## src/rtl/tube_pkg.sv

```systemverilog
// Shared definitions for the 7-segment tube display arbiter: word layout,
// sign codes, the arbiter state type and a BCD digit check.
package tube_pkg;

  localparam int          TUBE_W         = 16;
  localparam logic [3:0]  SIGN_POS       = 4'h0;
  localparam logic [3:0]  SIGN_NEG       = 4'h1;
  localparam logic [15:0] TUBE_IDLE_WORD = 16'h0000;

  typedef enum logic {
    IDLE = 1'b0,
    SHOW = 1'b1
  } tube_state_e;

  function automatic logic digit_ok(input logic [3:0] nib);
    return nib <= 4'd9;
  endfunction

endpackage

```

## src/rtl/tube_rr_pick.sv

```systemverilog
// Combinational round-robin picker: searches ptr+1, ptr+2, ... (wrapping at
// NREQ) for the first requester that is high and not excluded.
module tube_rr_pick #(
  parameter int NREQ = 4,
  parameter int IW   = 2
) (
  input  logic [NREQ-1:0] req,
  input  logic [IW-1:0]   ptr,
  input  logic [NREQ-1:0] excl,
  output logic [IW-1:0]   win,
  output logic            found
);

  logic [IW-1:0] idx;

  // Walk from farthest to nearest so the nearest eligible candidate wins.
  always_comb begin
    win   = '0;
    found = 1'b0;
    idx   = '0;
    for (int i = NREQ; i >= 1; i--) begin
      idx = IW'((int'(ptr) + i) % NREQ);
      if (req[idx] && !excl[idx]) begin
        win   = idx;
        found = 1'b1;
      end
    end
  end

endmodule

```

## src/rtl/tube_arbiter.sv

```systemverilog
// Round-robin time-sharing of one 4-digit tube driver among NREQ requesters,
// with a minimum dwell per tenure. Optional urgent requester 0: TUBE_ARB_PREEMPT_EN.
module tube_arbiter
  import tube_pkg::*;
#(
  parameter int NREQ         = 4,
  parameter int DWELL_CYCLES = 50_000_000,
  parameter int CNT_W        = 26,
  localparam int IW          = (NREQ > 1) ? $clog2(NREQ) : 1
) (
  input  logic                   clk,
  input  logic                   rstn,
  input  logic [NREQ-1:0]        req,
  input  logic [TUBE_W*NREQ-1:0] req_data,
  output logic [NREQ-1:0]        grant,
  output logic [IW-1:0]          active_id,
  output logic [TUBE_W-1:0]      disp_data,
  output logic                   disp_valid,
  output logic                   fmt_err
);

  localparam logic [CNT_W-1:0] LAST = CNT_W'(DWELL_CYCLES - 1);

  tube_state_e      state;
  logic [CNT_W-1:0] cnt;
  logic [IW-1:0]    ptr;
  logic [NREQ-1:0]  excl;
  logic [IW-1:0]    win;
  logic             found;
  logic             preempt;
  logic             start;
  logic             stop;
  logic [IW-1:0]    new_id;

  // While showing, the current owner is never its own RR successor.
  assign excl = (state == SHOW) ? (NREQ'(1) << active_id) : '0;

  tube_rr_pick #(.NREQ(NREQ), .IW(IW)) u_pick (
    .req   (req),
    .ptr   (ptr),
    .excl  (excl),
    .win   (win),
    .found (found)
  );

`ifdef TUBE_ARB_PREEMPT_EN
  logic req0_q;

  always_ff @(posedge clk or negedge rstn) begin
    if (!rstn) req0_q <= 1'b0;
    else       req0_q <= req[0];
  end

  assign preempt = (state == SHOW) && (active_id != '0) && req[0] && !req0_q;
`else
  assign preempt = 1'b0;
`endif

  // start: load a new owner with a fresh dwell; stop: release the display.
  always_comb begin
    start  = 1'b0;
    stop   = 1'b0;
    new_id = win;
    case (state)
      IDLE: start = found;
      SHOW: begin
        if (preempt) begin
          start  = 1'b1;
          new_id = '0;
        end else if (!req[active_id] || cnt == LAST) begin
          if (found)               start = 1'b1;
          else if (!req[active_id]) stop = 1'b1;
        end
      end
      default: ;
    endcase
  end

  always_ff @(posedge clk or negedge rstn) begin
    if (!rstn) begin
      state      <= IDLE;
      cnt        <= '0;
      ptr        <= IW'(NREQ - 1);
      grant      <= '0;
      active_id  <= '0;
      disp_data  <= TUBE_IDLE_WORD;
      disp_valid <= 1'b0;
    end else if (start) begin
      state      <= SHOW;
      cnt        <= '0;
      grant      <= NREQ'(1) << new_id;
      active_id  <= new_id;
      disp_data  <= req_data[TUBE_W*int'(new_id) +: TUBE_W];
      disp_valid <= 1'b1;
      if (!preempt) ptr <= new_id;
    end else if (stop) begin
      state      <= IDLE;
      cnt        <= '0;
      grant      <= '0;
      active_id  <= '0;
      disp_data  <= TUBE_IDLE_WORD;
      disp_valid <= 1'b0;
    end else if (state == SHOW) begin
      cnt       <= (cnt == LAST) ? '0 : cnt + 1'b1;
      disp_data <= req_data[TUBE_W*int'(active_id) +: TUBE_W];
    end
  end

  assign fmt_err = disp_valid &&
                   !(((disp_data[15:12] == SIGN_POS) || (disp_data[15:12] == SIGN_NEG)) &&
                     digit_ok(disp_data[11:8]) && digit_ok(disp_data[7:4]) &&
                     digit_ok(disp_data[3:0]));

endmodule

```

## config.mk

```make
export PLATFORM = sky130hd
export DESIGN_NAME = tube_arbiter
export DESIGN_NICKNAME = d
export VERILOG_FILES = /design/src/rtl/tube_pkg.sv /design/src/rtl/tube_rr_pick.sv /design/src/rtl/tube_arbiter.sv
export SDC_FILE = /design/constraint.sdc
export NUM_CORES = 1
export LEC_CHECK = 0
export ABC_AREA = 1
export BUFFER_PORTS_ARGS = -buffer_cell sky130_fd_sc_hd__buf_2
export CORE_ASPECT_RATIO = 0.8
export CORE_UTILIZATION = 25
export CTS_BUF_LIST = sky130_fd_sc_hd__clkbuf_16
export DETAILED_ROUTE_END_ITERATION = 6
export HOLD_SLACK_MARGIN = 0.05
export PLACE_DENSITY = 0.43
export SLEW_MARGIN = 10
export SYNTH_ARGS = -nofsm -noshare
export SYNTH_HDL_FRONTEND = slang
export SYNTH_HIERARCHICAL = 1
export SYNTH_SLANG_ARGS = --single-unit
export TNS_END_PERCENT = 10
```

## constraint.sdc

```tcl
create_clock -name clk -period 2.8 [get_ports clk]
set_input_delay 0.56 -clock clk [delete_from_list [all_inputs] [get_ports clk]]
set_output_delay 0.56 -clock clk [all_outputs]
set_load 0.01 [all_outputs]
```

==> results of run 1 <==
[kinds of logic (layout without fill, tap and decap cells)]
logic type               count (synthesis)  in the layout  share of synthesized area
AND/OR/NAND/NOR                        445            445                      0.459
buffers and inverters                  101            189                      0.110
AO/OA/AOI/OAI                           79             79                      0.110
flip-flops                              51             51                      0.294
XOR/XNOR                                12             12                     0.0242
adder cells (fa/ha/maj)                  1              1                    0.00288
[critical path: stages (launching register included)]
cell and delay (ns):
dfrtp_1 0.47, inv_2 0.11, nor3_1 0.17, inv_1 0.09, nand2_1 0.07, nand2_1 0.08
nand3_2 0.12, nand2_1 0.05, nand2_1 0.08, nand3_1 0.07, nand2_1 0.14, clkinv_1 0.19
buf_12 0.22, nor2_1 0.09, o211ai_1 0.13, nand3_1 0.11, nand2_1 0.08, nand2_1 0.08
nand2_1 0.07
[synthesized netlist by cell type (all sizes together)]
| cell | instances | area [µm²] |
|---|---|---|
| xor2 | 12 | 105 |
| dfstp | 2 | 52.6 |
| a21oi | 8 | 40.0 |
| nand3 | 69 | 375 |
| a22oi | 7 | 52.6 |
| a31oi | 8 | 50.1 |
| nand3b | 1 | 7.51 |
| clkbuf | 8 | 31.3 |
| nand2 | 260 | 1050 |
| nand4 | 16 | 100 |
| nor3b | 1 | 7.51 |
| dfrtp | 49 | 1230 |
| inv | 69 | 269 |
| a21boi | 1 | 7.51 |
| nor3 | 13 | 65.1 |
| clkinv | 2 | 7.51 |
| ha | 1 | 12.5 |
| o21bai | 2 | 15.0 |
| a22o | 1 | 8.76 |
| nor2 | 85 | 390 |
| o22ai | 4 | 31.3 |
| a41oi | 1 | 8.76 |
| o211ai | 9 | 67.6 |
| buf | 22 | 170 |
| a21o | 1 | 7.51 |
| o21ai | 37 | 189 |
[state kept, by name, summed over array words and instances (netlist names)]
signal / flops
ptr: 2
state: 1
grant: 4
cnt: 26
active_id: 2
disp_data: 16
[metal layers]
| layer | up-vias | wire, µm |
|---|---|---|
| met5 | - | 0 |
| met4 | 0 | 161 |
| met3 | 13 | 653 |
| met2 | 128 | 6550 |
| met1 | 2291 | 7120 |
| li1 | 2383 | - |
[final timing paths]
kind | startpoint | to | cells after the start
min in group clk | disp_data[0] | disp_data[0] | 2
worst min register to register | disp_data[0] | disp_data[0] | 2
max in group asynchronous | rstn | ptr[0] | 2
worst max-delay path | active_id[1] | disp_data[9] | 18
worst max register to register | active_id[1] | disp_data[9] | 18
worst min-delay path | rstn | cnt[10] | 1
[cell usage in the layout (no fill, tap or decap), types with 2 or more instances in the layout]
cell type,netlist,final
nand3_2,6,6
o21ai_1,6,6
dfstp_2,2,2
nand2_2,17,17
buf_12,1,2
clkinv_1,2,2
a22oi_1,7,7
o22ai_1,3,3
clkbuf_16,0,5
inv_2,5,5
dfrtp_1,49,48
a31oi_1,8,8
o211ai_1,9,9
o21ai_0,30,30
a21oi_1,8,8
buf_2,9,93
bufinv_16,0,2
nor2_4,5,5
nor3_1,13,11
nand2_1,241,241
nand2_8,2,2
nand4_1,16,16
xor2_1,12,12
nor2_1,72,72
nor3_2,0,2
o21bai_1,2,2
inv_1,62,62
nor2_2,7,7
nand3_1,63,63
buf_4,2,14
[repair_timing]
item / 4_1_cts / 5_1_grt
gates resized for setup: 0 / 5
buffers inserted: 0 / 1
endpoints found under the setup margin: 0 / 21
hold buffers: 0 / 0
[area by class of cell]
class | count | area share
Clock inverter | 3 | 0.0121
Multi-Input combinational cell | 537 | 0.496
Timing Repair Buffer | 110 | 0.118
Sequential cell | 51 | 0.244
Clock buffer | 5 | 0.0238
Tap cell | 220 | 0.0524
Inverter | 71 | 0.0534
[power by group through the flow]
| stage | combinational, µW | clock (µW) | sequential [µW] |
|---|---|---|---|
| finish | 4720 | 787 | 1180 |
| global route | 5310 | 844 | 1210 |
| CTS | 4600 | 815 | 1180 |
| detailed placement | 4580 | 0 | 1190 |
| global placement | 4530 | 0 | 1190 |
| floorplan | 3410 | 0 | 1170 |
[per-stage QoR]
step                      utilization  setup slack, ns
after global routing            0.313          -0.0196
after CTS                       0.311            0.134
after floorplan                     -            0.334
final                           0.313            0.234
after global placement          0.300            0.179
after detailed placement        0.300            0.154
==> impl_metrics.toml, run 1 <==
[detailed_routing]
ant_nets = 0
drt_iter0_markers = 241
vias_per_cell = 4.83
drc = 0
wl_um = 14500
num_vias = 4815
drt-wirelength-per-cell_um = 14.5
drt_pass1_iterations = 5

[floorplan]
die_y_um = 120
core_area_um2 = 16800
fp.dieW_um = 149
io_pins = 94
initial_core_util = 0.259
num_rows = 42
die_area_um2 = 17900

[sta]
min_period_ns = 2.57
final_hold_viol_count = 0
worst-slew-pin-transition_ns = 0.724
finalCritPeriodShare = 0.917
slew_headroom = 0.517
setup_viol = 0
fin_tns_setup_ns = 0
hold_ws_ns = 0.322
skew_ns = 0.00698
maxSlewViolCount = 0
fmax_mhz = 390

[clock_network]
path_clk_slew_ns = 0.07
clk_latency_ns = 0.29
htree_levels = 2
cts_buffer_depth = 2
cts_made_buffers = 5
cts_tree = "done"
cts.sinks = 51
cts_root_buffer = "clkbuf_16"

[global_route]
overflow = 0
grt_pass1_vias = 4812
track_usage = 0.168
grt_use_met2 = 0.266
grtUsageMet1 = 0.235
grt_pass1_wl_um = 23900
gr-usage-met3 = 0.0240
top_usage_layer = "met2"
grt_max_degree = 33
antenna_found_initial = 0

[power_and_ir_drop]
combPwrFrac = 0.706
pwr-share-seq = 0.176
totalPowerFinal_uw = 6690
clkPwrFrac = 0.118
cellPowerDensity_nw_per_um2 = 1270
p_switching_uw = 3590
switching_share = 0.537
leakage_uw = 0.00259
ir_drop_mv = 0.629
intPower_uw = 3090

[cells_and_area]
areaGrowthSynthToFinish_pct = 20.8
multi_input_area_um2 = 2610
drive_above_1_share = 0.220
instances_no_fill = 997
seq_area_um2 = 1280
fin_nets = 847
fill_cells = 1841
fin_area_um2 = 5250
antenna_cells = 0

[critical_path]
arrival_ns = 2.75
r2r_slack_ns = 0.23
crit_type = "flip-flop to flip-flop"
crit_path_end_kind = "flip-flop"
critPathLaunchType = "flip-flop"
cp_max_fo = 32
cp.required_ns = 2.98

[placement]
place_inst = 988
place_area_um2 = 5020
io_buffer_count = 93
dp_hpwl_um = 10900
gp_congestion = 0.836

[logic_synthesis]
synth_seq_cells = 51
synth_area_um2 = 4350
syn_avg_cell_area_um2 = 6.31
ys_seq_area_frac = 0.294
synth.distinct_cells = 43
synth_nets = 760
postSynthCellCount = 689
yosys_warnings = 6

[min_path]
min-delay-path-class = "input port to async pin"

[run_status]
status = "complete, no violations"

[job]
cap_viol_max_count = 0
Note: power is estimated with default switching activity, not from simulation.
==> run 2: changes to the inputs <==
--- a/config.mk
+++ b/config.mk
@@ -5,14 +5,15 @@
 export SDC_FILE = /design/constraint.sdc
 export NUM_CORES = 1
 export LEC_CHECK = 0
-export ABC_AREA = 1
+export ABC_AREA = 0
 export BUFFER_PORTS_ARGS = -buffer_cell sky130_fd_sc_hd__buf_2
 export CORE_ASPECT_RATIO = 0.8
-export CORE_UTILIZATION = 25
+export CORE_MARGIN = 2
+export CORE_UTILIZATION = 48
 export CTS_BUF_LIST = sky130_fd_sc_hd__clkbuf_16
 export DETAILED_ROUTE_END_ITERATION = 6
 export HOLD_SLACK_MARGIN = 0.05
-export PLACE_DENSITY = 0.43
+export PLACE_DENSITY = 0.74
 export SLEW_MARGIN = 10
 export SYNTH_ARGS = -nofsm -noshare
 export SYNTH_HDL_FRONTEND = slang
==> run 2 against run 1 <==
Effect of this change:
- critical path depth is 9 lower
- total power fell by 38%
- hold slack got worse by 0.036 ns
- highest routed layer unchanged
- synthesized area down 19%
- fmax fell by 2.0%
- final cell count decreased by 51%
- global-route usage is 7.3 points higher
- critical endpoint unchanged
- sequential share of layout area rose by 5.7 points
- largest cell class unchanged
- register-to-register slack lost 0.05 ns
- utilization is 29 points higher
- clock skew up 0.00082 ns
==> impl_metrics.toml, run 2 <==
[logic_synthesis]
synth_top_area_cell = "dfrtp_1"
yosys_warnings = 6
synth_top_cells_by_count = "dfrtp_1, mux4_2, nor2_1"
synth_xor_area_frac = 0.0495
postSynthCellCount = 310
yosys-top-cells-area = "dfrtp_1, mux4_2, a221o_1"
synth_top_area_frac = 0.346
synth_fa_ha_area_frac = 0.00353
synth_most_common_cell = "dfrtp_1"
synth_compound_area_frac = 0.116
yosys.area_share.simple = 0.198
synth.distinct_cells = 54
syn_avg_cell_area_um2 = 11.4
ys_seq_area_frac = 0.361
synth_ff_type = "dfrtp_1"
muxShareOfSynthArea = 0.224
synth_top_family_by_area = "multiplexers"
synth_nets = 381
synth_seq_cells = 51
async_flop_share = 1.00
synth_edf_count = 0
synth_area_um2 = 3540

[global_route]
grt_pass1_wl_um = 15200
overflow = 0
grt_max_degree = 28
track_usage = 0.241
antenna_found_initial = 0
grt_pass1_vias = 3125

[floorplan]
io_pins = 94
core_area_um2 = 7030
die_area_um2 = 8080
initial_core_util = 0.504
fp.dieW_um = 100
die_y_um = 80.8
num_rows = 27

[critical_path]
reg2reg_depth = 9
cp_max_fo = 16
r2r_slack_ns = 0.18
r2r_start = "state"
crit_path_end_kind = "flip-flop"
critPathLaunchType = "flip-flop"
arrival_ns = 2.79
cp.required_ns = 2.97
cpMaxStageDelayCell = "dfrtp_1"
crit_type = "flip-flop to flip-flop"
slowest_delay_ns = 0.44
path_cells = "inv_1 > nor3b_1 > nand2b_2 > o22ai_1 > a211o_1 > buf_12 > mux4_2 > and3_1 > a221o_1"
rr_endpoint = "disp_data[9]"

[detailed_routing]
wl_um = 9110
drc = 0
drt_iter0_markers = 218
num_vias = 3076
drt-wirelength-per-cell_um = 18.6
vias_per_cell = 6.29
ant_nets = 0
drt_pass1_iterations = 5

[clock_network]
cts_tree = "done"
htree_levels = 2
cts.sinks = 51
post_cts_buffers = 0
cts_root_buffer = "clkbuf_16"
cts_buffer_depth = 2
cts_made_buffers = 5
clk_latency_ns = 0.29
path_clk_slew_ns = 0.07

[run_status]
status = "complete, no violations"

[sta]
slew_headroom = 0.441
finalCritPeriodShare = 0.935
fin_tns_setup_ns = 0
hold_ws_ns = 0.285
final_hold_viol_count = 0
skew_ns = 0.00781
worst-slew-pin-transition_ns = 0.838
fmax_mhz = 382
min_period_ns = 2.62
maxSlewViolCount = 0
rsz0062_at_grt = "false"
setup_viol = 0

[cells_and_area]
fin_area_um2 = 4260
instances_no_fill = 489
final_common_cell = "buf_2"
antenna_cells = 0
mostFrequentLayoutCells = "buf_2, dfrtp_1, mux4_2"
areaGrowthSynthToFinish_pct = 20.3
largest_reg_flops = 26
fin_nets = 472
fill_cells = 591
largest-register = "cnt"
drive_above_1_share = 0.415
largest_registers = "cnt x26, disp_data x16, grant x4"

[placement]
io_buffer_count = 93
place_inst = 481
place_area_um2 = 4110
dp_hpwl_um = 6800
gp_congestion = 0.878

[job]
cap_viol_max_count = 0

[power_and_ir_drop]
leakage_uw = 0.00190
cellPowerDensity_nw_per_um2 = 970
totalPowerFinal_uw = 4130
ir_drop_mv = 0.585

[min_path]
min-delay-path-class = "input port to async pin"
-- run 2: changes by cell type after synthesis, moves of 8 or more --
cell / change
nor3_1: -10
nand2_1: -220
and3_1: +19
nand2_2: -17
mux4_2: +33
inv_1: -56
o21ai_0: -19
a31oi_1: -8
a221o_1: +16
nand4_1: -9
nor2_1: -44
nand3_1: -53
-- run 2: layout make-up --
class / count / area (µm²) / share of cell area
well taps: 87 / 109 / 0.0256
clock buffers: 5 / 125 / 0.0294
multi-input cells: 229 / 2100 / 0.493
clock inverters: 3 / 20.0 / 0.00470
inverters: 6 / 22.5 / 0.00529
repair buffers: 108 / 603 / 0.142
flip-flops and latches: 51 / 1280 / 0.300
-- run 2: kinds of logic (layout without fill, tap and decap cells) --
logic type               Yosys count  count (layout)
flip-flops                        51              51
AO/OA/AOI/OAI                     50              50
XOR/XNOR                          20              20
multiplexers                      37              37
adder cells (fa/ha/maj)            1               1
buffers and inverters             30             122
AND/OR/NAND/NOR                  121             121
-- run 2: critical path: cells and delay by family (launching register included) --
kind                   cells  cell delay (ns)
buffers and inverters      2             0.30
AND/OR/NAND/NOR            3             0.65
AO/OA/AOI/OAI              3             0.68
flip-flops                 1             0.44
multiplexers               1             0.43
-- run 2: power by group --
group          switching, µW  internal [µW]
Combinational           1120           1280
Clock                    276            330
Sequential               181            948
Total                   1570           2560
-- run 2: worst max path at each step --
stage,start,end,slack (ns)
2_1_floorplan,active_id[0],disp_data[15],0.007
3_3_place_gp,req[3],cnt[22],0.24
3_5_place_dp,state,disp_data[9],0.20
4_1_cts,state,disp_data[9],0.15
5_1_grt,active_id[0],cnt[22],0.02
6_report,state,disp_data[9],0.18
-- run 2: repair_timing --
| item | CTS | global route |
|---|---|---|
| hold buffers | 0 | 0 |
| endpoints found under the setup margin | 0 | 2 |
| resized for setup | 0 | 1 |
| hold endpoints to repair | 0 | 0 |
-- run 2: metal layers --
metal  GRT usage  share of wire  wire length (µm)  vias up
met4      0.0630          0.014               123        0
met3      0.0413          0.073               664       22
li1            -              -                 -     1383
met5           0              0                 0        -
met1       0.317           0.41              3730     1511
met2       0.420           0.50              4590      160
-- run 2: stage by stage --
stage | utilization | setup slack, ns
finish | 0.606 | 0.182
CTS | 0.606 | 0.150
global placement | 0.585 | 0.243
floorplan | - | 0.00743
global route | 0.606 | 0.0175
detailed placement | 0.585 | 0.199
